$ cat src/rtl/reg_wr_arbiter.sv
`default_nettype none
// ============================================================================
// Module : reg_wr_arbiter
// Round-robin write-port arbiter for R0..R3 with a pending-write scoreboard.
// Rev    : 1.0
// ============================================================================
module reg_wr_arbiter #(
    parameter int NREQ = 3,
    parameter int NREG = 4,
    parameter int DW   = 16,
    parameter int AW   = 2
) (
    input  logic               clk,
    input  logic               rst_b,
    input  logic [NREQ-1:0]    req,
    input  logic [NREQ*AW-1:0] req_addr,
    input  logic [NREQ*DW-1:0] req_data,
    output logic [NREQ-1:0]    gnt,
    output logic [NREG-1:0]    reg_en,
    output logic [DW-1:0]      reg_wdata,
    input  logic               reserve_vld,
    input  logic [AW-1:0]      reserve_addr,
    output logic               reserve_ok,
    output logic [NREG-1:0]    busy
);

    localparam int PW = (NREQ > 1) ? $clog2(NREQ) : 1;

    logic [PW-1:0]   rr_ptr_q;
    logic [PW-1:0]   rr_ptr_d;
    logic [NREG-1:0] reg_en_q;
    logic [NREG-1:0] reg_en_d;
    logic [DW-1:0]   reg_wdata_q;
    logic [DW-1:0]   reg_wdata_d;
    logic [NREG-1:0] busy_q;
    logic [NREG-1:0] busy_d;

    logic            w_any;
    logic [PW-1:0]   w_win;
    logic [PW-1:0]   w_cand;
    logic [NREQ-1:0] w_gnt;
    logic [AW-1:0]   w_waddr;
    logic [DW-1:0]   w_wdata;
    logic [NREG-1:0] w_addr_oh;
    logic            w_reserve_ok;

    // Walk requesters starting at rr_ptr; the first active one wins.
    always_comb begin
        w_any  = 1'b0;
        w_win  = '0;
        w_cand = '0;
        w_gnt  = '0;
        for (int i = 0; i < NREQ; i++) begin
            w_cand = PW'((int'(rr_ptr_q) + i) % NREQ);
            if (!w_any && req[w_cand]) begin
                w_any = 1'b1;
                w_win = w_cand;
            end
        end
        if (!rst_b) begin
            w_any = 1'b0;
        end
        if (w_any) begin
            w_gnt[w_win] = 1'b1;
        end
    end

    always_comb begin
        w_waddr   = req_addr[int'(w_win)*AW +: AW];
        w_wdata   = req_data[int'(w_win)*DW +: DW];
        w_addr_oh = '0;
        w_addr_oh[w_waddr] = 1'b1;
    end

    assign w_reserve_ok = rst_b & reserve_vld & ~busy_q[reserve_addr];

    always_comb begin
        rr_ptr_d    = rr_ptr_q;
        reg_en_d    = '0;
        reg_wdata_d = reg_wdata_q;
        busy_d      = busy_q;
        if (w_any) begin
            rr_ptr_d    = (w_win == PW'(NREQ - 1)) ? '0 : w_win + 1'b1;
            reg_en_d    = w_addr_oh;
            reg_wdata_d = w_wdata;
            busy_d      = busy_d & ~w_addr_oh;
        end
        // Applied after the clear so a fresh reservation of the written register survives.
        if (w_reserve_ok) begin
            busy_d[reserve_addr] = 1'b1;
        end
    end

    always_ff @(posedge clk) begin
        if (!rst_b) begin
            rr_ptr_q    <= '0;
            reg_en_q    <= '0;
            reg_wdata_q <= '0;
            busy_q      <= '0;
        end else begin
            rr_ptr_q    <= rr_ptr_d;
            reg_en_q    <= reg_en_d;
            reg_wdata_q <= reg_wdata_d;
            busy_q      <= busy_d;
        end
    end

    assign gnt        = w_gnt;
    assign reg_en     = reg_en_q;
    assign reg_wdata  = reg_wdata_q;
    assign reserve_ok = w_reserve_ok;
    assign busy       = busy_q;

endmodule
`default_nettype wire

$ cat config.mk
export PLATFORM = sky130hd
export DESIGN_NAME = reg_wr_arbiter
export DESIGN_NICKNAME = d
export VERILOG_FILES = /design/src/rtl/reg_wr_arbiter.sv
export SDC_FILE = /design/constraint.sdc
export NUM_CORES = 1
export LEC_CHECK = 0
export CORE_MARGIN = 1.5
export CORE_UTILIZATION = 39
export CTS_CLUSTER_DIAMETER = 40
export DETAILED_ROUTE_END_ITERATION = 7
export PLACE_DENSITY = 0.8
export SLEW_MARGIN = 20
export SYNTH_ARGS = -nofsm -noshare
export SYNTH_HDL_FRONTEND = slang
export SYNTH_SLANG_ARGS = --single-unit
$ cat constraint.sdc
create_clock -name clk -period 2.55 [get_ports clk]
set_input_delay 0.3825 -clock clk [delete_from_list [all_inputs] [get_ports clk]]
set_output_delay 0.3825 -clock clk [all_outputs]
set_load 0.05 [all_outputs]
---- After elaboration in Yosys (flattened, before gate mapping) ----
Index checks and enable logic that the tools add are counted.
storage, ports and cells
  register bits after elaboration ......... 26
  logic and storage cells ................. 61
  input port bits ......................... 62
operators by class
  add/sub/neg operators ................... 3
  bitwise operators ....................... 6
  magnitude comparators ................... 9
  divide/modulo/power cells ............... 3
  muxes and demuxes ....................... 25
  shifts and indexed selects .............. 2
  reduce and logical (&&, ||, !) cells .... 8
  equality and inequality tests ........... 1
operators with widths
  cell                                                                count
  modulo 32 x 3 -> 32 bit (second input constant)                     2
  variable part select 48 x 7 -> 16 bit                               1
  modulo 3 x 3 -> 32 bit (second input constant)                      1
  less-than comparator 2 x 3 -> 1 bit (second input constant)         6
  two-way mux 1 bit                                                   11
  binary-select mux 1 bit (select 2 bit)                              4
  two-way mux 2 bit                                                   4
  two-way mux 4 bit                                                   2
  demux 1 bit (select 2 bit)                                          3
  greater-or-equal comparator 2 x 1 -> 1 bit (second input constant)  3
  variable part select 6 x 4 -> 2 bit                                 1
  logical AND 1 bit                                                   5
  AND 4 bit                                                           1
  inverter 4 bit                                                      1
  OR 4 bit                                                            1
  adder 2 x 1 -> 3 bit (second input constant)                        1
  adder 2 x 2 -> 3 bit (second input constant)                        1
  two-way mux 3 bit                                                   1
  adder 2 x 1 -> 2 bit (second input constant)                        1
  AND 1 bit                                                           2
  == test 2 bit (second input constant)                               1
  logical NOT 1 bit                                                   2
  AND reduction 2 bit                                                 1
  inverter 1 bit                                                      1

---- Longest topological paths before layout ----
  depth after elaboration ................. 20
  mapped depth ............................ 12
  depth with buffers taken out ............ 9

---- Worst setup path before layout ----
No wires, ideal clock.
  kind .................................... reg2out
  from .................................... reg rr_ptr_q[0]
  to ...................................... out gnt[0]
  stages on the path, launching flop included .. 11
  setup slack ............................. -0.676 ns
  buffers on the path ..................... 3
  data arrival time ....................... 2.843 ns
  cells stage by stage .................... dfxtp_1 > inv_1 > ha_1 > buf_2 > mux2_2 > mux2i_1 > and4b_1 > nand2b_4 > buf_4 > buf_4 > nor3_1
between the ends
  longest elaborated chain between the ends .. 15
RTL lines
  item                                                              line  text
  from (decl)                                                       29    logic [PW-1:0] rr_ptr_q;
  from (signal assigned)                                            101   rr_ptr_q <= rr_ptr_d;
  branches (longest 14 deep; another with modulo 32 x 3 -> 32 bit)  -
  two-way mux 3 bit (*)                                             63    if (w_any) begin
  to (decl)                                                         18    output logic [NREQ-1:0] gnt,
Every way passes the cells marked *. The select of a mux whose other input is x is not followed.

---- Worst setup path in the final report ----
  from .................................... reg rr_ptr_q[0]
  to ...................................... out gnt[1]
Same word-level chain as after synthesis.

==> out/results.tsv <==
metric	value	unit
fin_crit_sh	98.51	%
cp-start-kind	flip-flop	
crit_type	reg -> out	
clkSinkCount	26	
routedWlPerCell	13.73	um
fmax	398.1	MHz
outcome	finished clean	
synthTopCellsByCount	nand2_1, dfxtp_1, nor2_1, mux2i_1, o21ai_0	
max_slew_margin	65.00	%
ys.flop_type	dfxtp_1	
cp.arrival	2.13	ns
avgSynthCellArea	8.333	um^2
hold_viol	0	
clk_pin_slew	0.09	ns
area_delta_synth_final	72.15	%
nFillCells	329	
yosysSeqAreaShare	31.23	%
worstMarginPinSlew	0.5234	ns
critPathRequiredTime	2.17	ns
hold_path_class	reg -> reg	
synth_most_common_cell	nand2_1	
dp_slack	-0.01132	ns
synth_compound_area_share	20.87	%
cts_tree	yes	
critPathCaptureType	primary output	
die_x	68.37	um
synthAdderAreaFrac	3.003	%
drv_cap	0	
grt_pass1_wl	6617	um
drv_slew	0	
async_flop_share	0	%
postPlaceCellArea	2696	um^2
cp_max_fo	6	
firstDrtPassIters	4	
yosys_warnings	0	
dp.cells	339	
dieArea	4674	um^2
cts-buffers-inserted	3	
place_congestion	0.8639	
wirelength	4763	um
synth_area	1667	um^2
rsz0062_at_grt	yes	
synth_top_family_by_area	simple AND/OR/NAND/NOR gates	
grt_max_degree	22	
instances_no_fill	347	
finalInstanceArea	2869	um^2
synth_largest_area_cell	dfxtp_1	
drive_above_1_share	19.19	%
synth_cell_types	43	
drc	0	
synthMuxAreaShare	15.54	%
insertion_delay	0.28	ns
antenna_left	0	
dp_hpwl	3787	um
synth_edf_count	0	
antenna_found_initial	0	
yosys.area_share.simple	22.37	%
grt_pass1_vias	1547	
setup_viol	0	
hold_ws	0.4584	ns
root_buffer	clkbuf_8	
synth_top_cell_area_share	31.23	%
power-per-cell-area	1316	nW/um^2
num_vias	1751	
start_util	41.07	%
fin_ws	0.03796	ns
ioPinCount	90	
io_buffers	89	
cts_max_path_buffers	2	
vdd.ir_drop.worst	0.0006869	V
via_per_inst	5.046	
min_period	2.512	ns
synthCells	200	
fin_skew	0.003324	ns
cts_max_level	1	
track_usage	18.81	%
setup_tns	0	ns
nNetsFinal	364	
grt_overflow	0	
synthesis.nets	266	
fp.dieH	68.37	um
synth-xor-area-share	0	%
antenna_cells	0	
synthTopCellsByArea	dfxtp_1, mux2i_1, nand2_1	
initialDrtViolationCount	83	
leakage	1.174	nW
core	4058	um^2
synth_seq_cells	26	
rows	23	
==> routing by layer <==
metal / GRT usage, % / routed length [um]
met5: 0 / 0
met3: 5.757 / 525
met1: 20.78 / 1920
met4: 6.500 / 84
met2: 33.86 / 2232
==> worst paths after layout <==
check | start | endpoint | slack, ns | cells after the start
worst max-delay path | rr_ptr_q[0] | gnt[1] | 0.04 | 8
worst min-delay path | reg_wdata[0] | reg_wdata[0] | 0.46 | 2
worst max register to register | rr_ptr_q[0] | busy[2] | 0.17 | 10
worst min register to register | reg_wdata[0] | reg_wdata[0] | 0.46 | 2
==> power by group <==
group / internal [mW] / leakage (nW) / total [mW] / switching (mW)
clock: 0.210 / 0.0357 / 0.344 / 0.134
sequential: 0.556 / 0.216 / 0.623 / 0.0673
combinational: 1.23 / 0.922 / 2.81 / 1.57
total: 2.00 / 1.17 / 3.78 / 1.78
==> area by class of cell <==
type                            count  area (um^2)  area share, %
Clock buffer                        3        41.29          1.439
Clock inverter                      1        30.03          1.047
Inverter                            4        15.01         0.5233
Multi-Input combinational cell    157         1129          39.34
Sequential cell                    26        525.5          18.32
Tap cell                           50        62.56          2.181
Timing Repair Buffer              106         1066          37.16
==> state kept, by name (all words and copies together) (netlist names) <==
register	count
busy	4
reg_en	4
reg_wdata	16
rr_ptr_q	2
==> per-stage QoR <==
stage	power (mW)	util (%)
global placement	3.209	66.45
global route	4.014	70.71
CTS	3.700	69.35
floorplan	2.573	-
finish	3.776	70.71
detailed placement	3.249	66.45
==> cell usage in the layout (no fill, tap or decap), types with 4 or more instances in the layout <==
master / synthesis / final
nor2b_1: 4 / 4
buf_4: 6 / 15
o21ai_0: 19 / 17
buf_12: 0 / 4
nor2_1: 26 / 24
a21oi_1: 17 / 17
clkdlybuf4s50_1: 0 / 85
mux2i_1: 21 / 19
nand2_1: 28 / 28
dfxtp_1: 26 / 24
==> timing repair <==
action | 4_1_cts | 5_1_grt
hold buffers | 0 | 0
buffers inserted | 1 | 3
resized for setup | 10 | 9
setup endpoints to repair | 3 | 3
pin swaps | 1 | 3
==> critical path, cell delays in order, from the launching register on <==
cell	delay (ns)
dfxtp_2	0.35
buf_6	0.13
ha_4	0.18
mux2i_4	0.21
o21ai_2	0.17
and4b_1	0.23
nand2b_4	0.20
nor3_4	0.22
buf_6	0.18
==> cell families (layout without fill, tap and decap cells) <==
| group | after synthesis | in the layout |
|---|---|---|
| AND/OR/NAND/NOR | 75 | 75 |
| adder cells (fa/ha/maj) | 4 | 4 |
| flip-flops | 26 | 26 |
| multiplexers | 24 | 24 |
| AO/OA/AOI/OAI | 54 | 54 |
| buffers and inverters | 17 | 114 |
No activity file was read; power rests on OpenSTA's default activity.
